### src/rtl/rwc_challenge_sched.sv
// rwc_challenge_sched
//   Sequences a batch of NUM_CHAL challenges through one rwc_ctrl
//   read-write-collision generator. Each challenge is evaluated REPEAT times.
//   Each of the 32 rsp_write bits is majority-voted across those evaluations.
//   The result is emitted on a valid/ready stream as one stable word, an
//   instability mask and the challenge index.
//
//   Optional feature (compile-time macro RWC_TIMEOUT_EN): a watchdog aborts the
//   batch if the generator does not answer within TIMEOUT_CYCLES cycles.
//   Without the macro there is no watchdog, RUN waits indefinitely and error
//   is tied to 0.
//
// Ports
//   clk           system clock
//   rst           asynchronous, active-high reset
//   start         begin a batch; only looked at in IDLE
//   busy          high whenever the FSM is not in IDLE
//   done          one-cycle pulse when the batch ends
//   gen_enable    enable for rwc_ctrl
//   cha_data      challenge data for rwc_ctrl (LFSR sequence from SEED)
//   cha_addr      challenge address for rwc_ctrl (BASE_ADDR upwards, mod 1024)
//   available     rwc_ctrl result strobe
//   rsp_write     rwc_ctrl result word
//   rsp_valid     response word valid
//   rsp_ready     consumer accepts the response
//   rsp_data      majority-voted response word
//   rsp_unstable  bits whose REPEAT votes were not unanimous
//   rsp_index     challenge index 0..NUM_CHAL-1
//   error         sticky watchdog flag
module rwc_challenge_sched #(
  parameter int          NUM_CHAL       = 16,
  parameter int          REPEAT         = 5,
  parameter int          GAP_CYCLES     = 16,
  parameter logic [9:0]  BASE_ADDR      = 10'd0,
  parameter logic [31:0] SEED           = 32'h2c77_d388,
  parameter int          TIMEOUT_CYCLES = 1024
) (
  input  logic        clk,
  input  logic        rst,
  input  logic        start,
  output logic        busy,
  output logic        done,
  output logic        gen_enable,
  output logic [31:0] cha_data,
  output logic [9:0]  cha_addr,
  input  logic        available,
  input  logic [31:0] rsp_write,
  output logic        rsp_valid,
  input  logic        rsp_ready,
  output logic [31:0] rsp_data,
  output logic [31:0] rsp_unstable,
  output logic [7:0]  rsp_index,
  output logic        error
);

  typedef enum logic [1:0] {
    IDLE,
    RUN,
    GAP,
    EMIT
  } state_t;

  localparam logic [3:0]  REP_LAST  = 4'(REPEAT);
  localparam logic [3:0]  VOTE_HALF = 4'(REPEAT / 2);
  localparam logic [7:0]  IDX_LAST  = 8'(NUM_CHAL - 1);
  localparam logic [15:0] GAP_LAST  = 16'(GAP_CYCLES - 1);

  // Galois LFSR, polynomial x^32+x^22+x^2+x+1.
  function automatic logic [31:0] lfsr_step(input logic [31:0] d);
    return (d >> 1) ^ (d[0] ? 32'h8020_0003 : 32'h0000_0000);
  endfunction

  state_t      state, state_d;
  logic [3:0]  vote [32];
  logic [3:0]  vote_d [32];
  logic [3:0]  vote_acc [32];
  logic [31:0] ones, ones_d, zeros, zeros_d;
  logic [3:0]  rep, rep_d, rep_inc;
  logic [7:0]  index, index_d;
  logic [15:0] gap_cnt, gap_cnt_d;

  logic        busy_d, done_d, gen_enable_d, rsp_valid_d;
  logic [31:0] cha_data_d, rsp_data_d, rsp_unstable_d;
  logic [9:0]  cha_addr_d;
  logic [7:0]  rsp_index_d;

`ifdef RWC_TIMEOUT_EN
  localparam logic [31:0] TO_LAST = 32'(TIMEOUT_CYCLES - 1);
  logic [31:0] to_cnt, to_cnt_d;
  logic        error_d;
`endif

  // Vote totals including the sample currently on rsp_write.
  always_comb begin
    for (int i = 0; i < 32; i++) begin
      vote_acc[i] = vote[i] + {3'b000, rsp_write[i]};
    end
  end

  assign rep_inc = rep + 4'd1;

  // NOTE: every signal written here gets a default first, so no path through
  // the case statement can leave one unassigned and infer a latch.
  always_comb begin
    state_d        = state;
    vote_d         = vote;
    ones_d         = ones;
    zeros_d        = zeros;
    rep_d          = rep;
    index_d        = index;
    gap_cnt_d      = gap_cnt;
    done_d         = 1'b0;
    gen_enable_d   = gen_enable;
    cha_data_d     = cha_data;
    cha_addr_d     = cha_addr;
    rsp_valid_d    = rsp_valid;
    rsp_data_d     = rsp_data;
    rsp_unstable_d = rsp_unstable;
    rsp_index_d    = rsp_index;
`ifdef RWC_TIMEOUT_EN
    to_cnt_d       = to_cnt;
    error_d        = error;
`endif

    case (state)
      IDLE: begin
        if (start) begin
          state_d      = RUN;
          gen_enable_d = 1'b1;
          index_d      = '0;
          rep_d        = '0;
          ones_d       = '0;
          zeros_d      = '0;
          for (int i = 0; i < 32; i++) vote_d[i] = '0;
          cha_addr_d   = BASE_ADDR;
          cha_data_d   = SEED;
`ifdef RWC_TIMEOUT_EN
          to_cnt_d     = '0;
`endif
        end
      end

      RUN: begin
        if (available) begin
          gen_enable_d = 1'b0;
          vote_d       = vote_acc;
          ones_d       = ones | rsp_write;
          zeros_d      = zeros | ~rsp_write;
          rep_d        = rep_inc;
          gap_cnt_d    = '0;
          if (rep_inc == REP_LAST) begin
            state_d        = EMIT;
            rsp_valid_d    = 1'b1;
            rsp_unstable_d = ones_d & zeros_d;
            rsp_index_d    = index;
            for (int i = 0; i < 32; i++) rsp_data_d[i] = (vote_acc[i] > VOTE_HALF);
          end else begin
            state_d = GAP;
          end
        end
`ifdef RWC_TIMEOUT_EN
        else if (to_cnt == TO_LAST) begin
          // Generator never answered: abort the whole batch.
          gen_enable_d = 1'b0;
          error_d      = 1'b1;
          done_d       = 1'b1;
          state_d      = IDLE;
        end else begin
          to_cnt_d = to_cnt + 32'd1;
        end
`endif
      end

      GAP: begin
        if (gap_cnt == GAP_LAST) begin
          state_d      = RUN;
          gen_enable_d = 1'b1;
`ifdef RWC_TIMEOUT_EN
          to_cnt_d     = '0;
`endif
        end else begin
          gap_cnt_d = gap_cnt + 16'd1;
        end
      end

      EMIT: begin
        if (rsp_ready) begin
          rsp_valid_d = 1'b0;
          if (index == IDX_LAST) begin
            done_d  = 1'b1;
            state_d = IDLE;
          end else begin
            state_d    = GAP;
            index_d    = index + 8'd1;
            cha_addr_d = cha_addr + 10'd1;
            cha_data_d = lfsr_step(cha_data);
            rep_d      = '0;
            gap_cnt_d  = '0;
            ones_d     = '0;
            zeros_d    = '0;
            for (int i = 0; i < 32; i++) vote_d[i] = '0;
          end
        end
      end

      default: state_d = IDLE;
    endcase

    busy_d = (state_d != IDLE);
  end

  // NOTE: state uses non-blocking assignments so every register samples the
  // values from before this edge, regardless of statement order.
  always_ff @(posedge clk or posedge rst) begin
    if (rst) begin
      state        <= IDLE;
      // NOTE: the vote counters are a small flop array rather than a RAM, so
      // clearing them in reset costs nothing and keeps them well defined.
      for (int i = 0; i < 32; i++) vote[i] <= '0;
      ones         <= '0;
      zeros        <= '0;
      rep          <= '0;
      index        <= '0;
      gap_cnt      <= '0;
      busy         <= 1'b0;
      done         <= 1'b0;
      gen_enable   <= 1'b0;
      cha_data     <= SEED;
      cha_addr     <= BASE_ADDR;
      rsp_valid    <= 1'b0;
      rsp_data     <= '0;
      rsp_unstable <= '0;
      rsp_index    <= '0;
    end else begin
      state        <= state_d;
      vote         <= vote_d;
      ones         <= ones_d;
      zeros        <= zeros_d;
      rep          <= rep_d;
      index        <= index_d;
      gap_cnt      <= gap_cnt_d;
      busy         <= busy_d;
      done         <= done_d;
      gen_enable   <= gen_enable_d;
      cha_data     <= cha_data_d;
      cha_addr     <= cha_addr_d;
      rsp_valid    <= rsp_valid_d;
      rsp_data     <= rsp_data_d;
      rsp_unstable <= rsp_unstable_d;
      rsp_index    <= rsp_index_d;
    end
  end

`ifdef RWC_TIMEOUT_EN
  always_ff @(posedge clk or posedge rst) begin
    if (rst) begin
      to_cnt <= '0;
      error  <= 1'b0;
    end else begin
      to_cnt <= to_cnt_d;
      error  <= error_d;
    end
  end
`else
  assign error = 1'b0;
`endif

endmodule

### config.mk
export PLATFORM = sky130hd
export DESIGN_NAME = rwc_challenge_sched
export DESIGN_NICKNAME = d
export VERILOG_FILES = /design/src/rtl/rwc_challenge_sched.sv
export SDC_FILE = /design/constraint.sdc
export NUM_CORES = 1
export LEC_CHECK = 0
export BUFFER_PORTS_ARGS = -buffer_cell sky130_fd_sc_hd__buf_2
export CELL_PAD_IN_SITES_DETAIL_PLACEMENT = 1
export CELL_PAD_IN_SITES_GLOBAL_PLACEMENT = 2
export CORE_ASPECT_RATIO = 0.6
export CORE_MARGIN = 2
export CORE_UTILIZATION = 42
export CTS_BUF_LIST = sky130_fd_sc_hd__clkbuf_2
export CTS_CLUSTER_DIAMETER = 30
export CTS_CLUSTER_SIZE = 16
export DETAILED_ROUTE_END_ITERATION = 10
export MAX_ROUTING_LAYER = met4
export PLACE_DENSITY = 0.94
export SETUP_SLACK_MARGIN = 0.4
export SYNTH_ARGS = -nofsm -noshare
export SYNTH_HDL_FRONTEND = slang
export SYNTH_SLANG_ARGS = --single-unit
### constraint.sdc
create_clock -name clk -period 20.7 [get_ports clk]
set_input_delay 2.07 -clock clk [delete_from_list [all_inputs] [get_ports clk]]
set_output_delay 2.07 -clock clk [all_outputs]
set_load 0.005 [all_outputs]
==> PnR_summary.wiki <==
{| class="wikitable"
! Metric !! Value
|-
| WL/cell || 17.7 um
|-
| Cell area after layout || 18400 um2
|-
| Kind of end point of the critical path || flop
|-
| Top delay family on crit path || buffers and inverters
|-
| Clock skew || 0.0539 ns
|-
| Worst EP arrival || 4.84 ns
|-
| Final count of pins violating max slew || 0
|-
| Clock latency reported for the late side of the worst-skew pair || 0.99 ns
|-
| Number of hold buffers added after cts || 0
|-
| Final HPWL from detailed placement || 26500 um
|-
| Commonest cells after routing, fill and taps aside || 324 x sky130_fd_sc_hd__dfrtp_1, 299 x sky130_fd_sc_hd__nand2_1, 177 x sky130_fd_sc_hd__o21ai_0
|-
| Pre-CTS worst setup slack || 15.63 ns
|-
| Global routing's busiest layer || met2
|-
| Crit-path most repeated cell || sky130_fd_sc_hd__buf_4
|-
| Launching element type of the critical path || input port
|-
| Worst-Margin Slew || 1.15 ns
|-
| Hold/Removal Path Class || reg -> reg
|-
| Chain of cells forming the critical path || buf_2 -> nand3_1 -> a21oi_4 -> nor2_4 -> buf_4 -> buf_4 -> o21ai_0
|-
| Net count of the finished layout || 1914
|-
| Number of buffers on the longest clock path || 3
|-
| Highest clock rate || 247 MHz
|-
| Drt total wl || 42100 um
|-
| H-tree level count || 2
|-
| Total number of clock tree sinks || 340
|-
| Relative slew slack || 23.4%
|-
| Total of endpoints with negative setup slack in the final report || 0
|-
| Post-synth top flop || sky130_fd_sc_hd__dfrtp_1
|-
| Time the final worst path needs with I/O delays and setup || 4.05 ns
|-
| Number of core rows || 55
|-
| FF+latch area || 8530 um2
|-
| Slowest CP cell || sky130_fd_sc_hd__buf_4
|-
| Post-detailed-route via-to-cell ratio || 5.31
|-
| Number of enable flip-flop cells after synthesis || 0
|-
| Antenna Nets Post-Route || 0
|-
| Synth-to-layout area growth || 13.4%
|-
| Crit path buf inv count || 3
|-
| Iteration-0 DRC Markers || 718
|-
| DRC violation count after routing || 0
|-
| Type of the worst setup path || in -> reg
|-
| Sum of negative setup slack || 0 ns
|-
| Maximum vdd ir drop || 73.7 uV
|-
| Cts bufs inserted || 61
|-
| Crit path largest cell delay || 0.91 ns
|-
| First-pass GRT wire length || 70200 um
|-
| Most common library cell in the layout ignoring fill and taps || sky130_fd_sc_hd__dfrtp_1
|-
| Area of the multi-input gates || 7210 um2
|-
| Filler Cell Count || 4423
|-
| Cell area after technology mapping || 16200 um2
|-
| Fraction of met1 tracks used by global routing || 30.7%
|-
| Critical path peak fanout || 122
|-
| Count of input and output buffers || 154
|-
| Met3 usage || 3.65%
|-
| Sequential area share after synthesis || 52.6%
|-
| Placement-stage cell area || 17400 um2
|-
| Data required time of the critical path || 21.49 ns
|-
| Least setup slack across all paths after layout || 16.65 ns
|-
| Placer Congestion || 0.756
|-
| Top-level I/O count || 156
|-
| Number of nets in the synthesized netlist || 1767
|-
| Number of global-route vias before repair || 13400
|-
| Global-route total usage across every layer || 22.0%
|-
| Static leakage power || 0.00907 uW
|-
| DR pass1 iterations || 4
|-
| CTS tree || done
|-
| Met2 Resource Use GR || 34.1%
|-
| Post-CTS clock slew at the launch and capture registers of the worst setup and hold paths || 0.15 ns
|-
| Total congestion overflow || 0
|-
| Die Footprint || 40200 um2
|-
| Post-synthesis async set-or-reset flop share || 100%
|-
| Syn Inst Count || 1661
|-
| Core Footprint || 37800 um2
|-
| Share of final-layout standard cells stronger than drive strength 1 || 20.3%
|-
| Buffer type at the clock tree root || sky130_fd_sc_hd__clkbuf_2
|-
| Result of the run || complete, no violations
|-
| Height of the die || 156 um
|-
| Average cell area after synthesis || 9.76 um2
|-
| DR vias || 12600
|-
| Pin count of the biggest net entering global routing || 123
|-
| Final Cycle Share || 19.5%
|-
| Die outline width || 258 um
|-
| Number of antenna violations at the first check in global routing || 1
|-
| Count of instances resized after the clock tree is built || 0
|-
| Areal power density over the cells || 121 nW/um2
|-
| Setup fix buffers added after clock tree synthesis || 0
|-
| Fin. Hold Viols || 0
|-
| #FFs+latches synth || 340
|-
| Setup repair after global routing missed its margin || no
|-
| Synth warnings || 0
|-
| Effective utilization at floorplan || 42.8%
|-
| MaxCap Viol Count || 0
|-
| Synth unique cells || 51
|}
worst register-to-register path, stage by stage, from the launching register on:
cell                      delay (ns)
sky130_fd_sc_hd__dfrtp_1        0.48
sky130_fd_sc_hd__ha_1           0.24
sky130_fd_sc_hd__and3_1         0.32
sky130_fd_sc_hd__a21oi_4        0.21
sky130_fd_sc_hd__nor2_4         0.14
sky130_fd_sc_hd__buf_4          0.88
sky130_fd_sc_hd__buf_4          0.95
sky130_fd_sc_hd__o21ai_0        0.29
kinds of logic (layout without fill, tap and decap cells):
| group | after synthesis | count (layout) | synth area share [%] |
|---|---|---|---|
| AOI/OAI and AO/OA | 354 | 354 | 12.1 |
| xor gates and xnor gates | 80 | 80 | 4.32 |
| adders and majority gates | 69 | 69 | 5.33 |
| buffers and inverters | 117 | 317 | 3.16 |
| DFF | 340 | 340 | 52.6 |
| muxes | 104 | 104 | 6.98 |
| other | 1 | 3 | 0.0231 |
| and+or+nand+nor | 596 | 596 | 15.5 |
power breakdown:
group | internal (uW) | switching [uW] | leakage (uW)
Sequential | 836 | 120 | 0.00442
Clock | 293 | 296 | 0.000579
Combinational | 246 | 441 | 0.00408
Total | 1380 | 857 | 0.00907
metal layers:
| metal | routed length (um) | vias to the layer above |
|---|---|---|
| met3 | 1500 | 61 |
| met5 | 0 | - |
| met1 | 20700 | 6353 |
| li1 | - | 6014 |
| met4 | 610 | 0 |
| met2 | 19200 | 185 |
flip-flops by register name, summed over array words and instances (netlist names):
register,cells
busy,1
cha_addr,10
cha_data,32
done,1
gap_cnt,16
gen_enable,1
index,8
ones,32
rep,4
rsp_data,32
rsp_index,8
rsp_unstable,32
rsp_valid,1
state,2
vote,128
zeros,32
final timing paths:
path | end | from | cells after the start | slack (ns)
min in group asynchronous | rsp_unstable[12]$_DFFE_PP0P_ | rst | 2 | 1.21
max in group asynchronous | vote[122]$_DFFE_PP0P_ | rst | 3 | 17.88
max | vote[108]$_DFFE_PP0P_ | rsp_ready | 7 | 16.65
max reg2reg | vote[108]$_DFFE_PP0P_ | index[0]$_DFFE_PP0P_ | 7 | 17.04
min | cha_data[26]$_DFFE_PP1P_ | cha_data[27]$_DFFE_PP1P_ | 2 | 0.47
min reg2reg | cha_data[26]$_DFFE_PP1P_ | cha_data[27]$_DFFE_PP1P_ | 2 | 0.47
final cells by class:
cell class                 instances  share of cell area (%)
antenna                            2                  0.0272
clock inverter                    48                    3.54
tap                              513                    3.49
timing repair buffer             166                    4.68
inverter                          35                   0.756
multi-input combinational       1204                    39.2
sequential                       340                    46.4
clock buffer                      68                    1.85
Yosys cell counts (all sizes together) (35+ instances only):
master,n,area share (%)
dfrtp,324,50
nand2,301,7.0
o21ai,179,5.5
nor2,155,3.6
a21oi,84,2.7
mux2,73,5.1
xor2,73,3.9
ha,69,5.3
nand3,63,2.0
a31oi,46,1.8
clkbuf,44,1.0
nor3,39,1.2
buf,38,1.3
inv,35,0.81
through the flow:
step	power (uW)	hold slack (ns)	utilization, %	std cells
2_1_floorplan	1420	0.449	-	1661
3_3_place_gp	1620	0.463	45.9	2258
3_5_place_dp	1670	0.461	45.9	2258
4_1_cts	2270	0.468	48.5	2374
5_1_grt	2410	0.485	48.6	2376
6_report	2230	0.471	48.6	2376
Power figures use the tool's default switching activity.
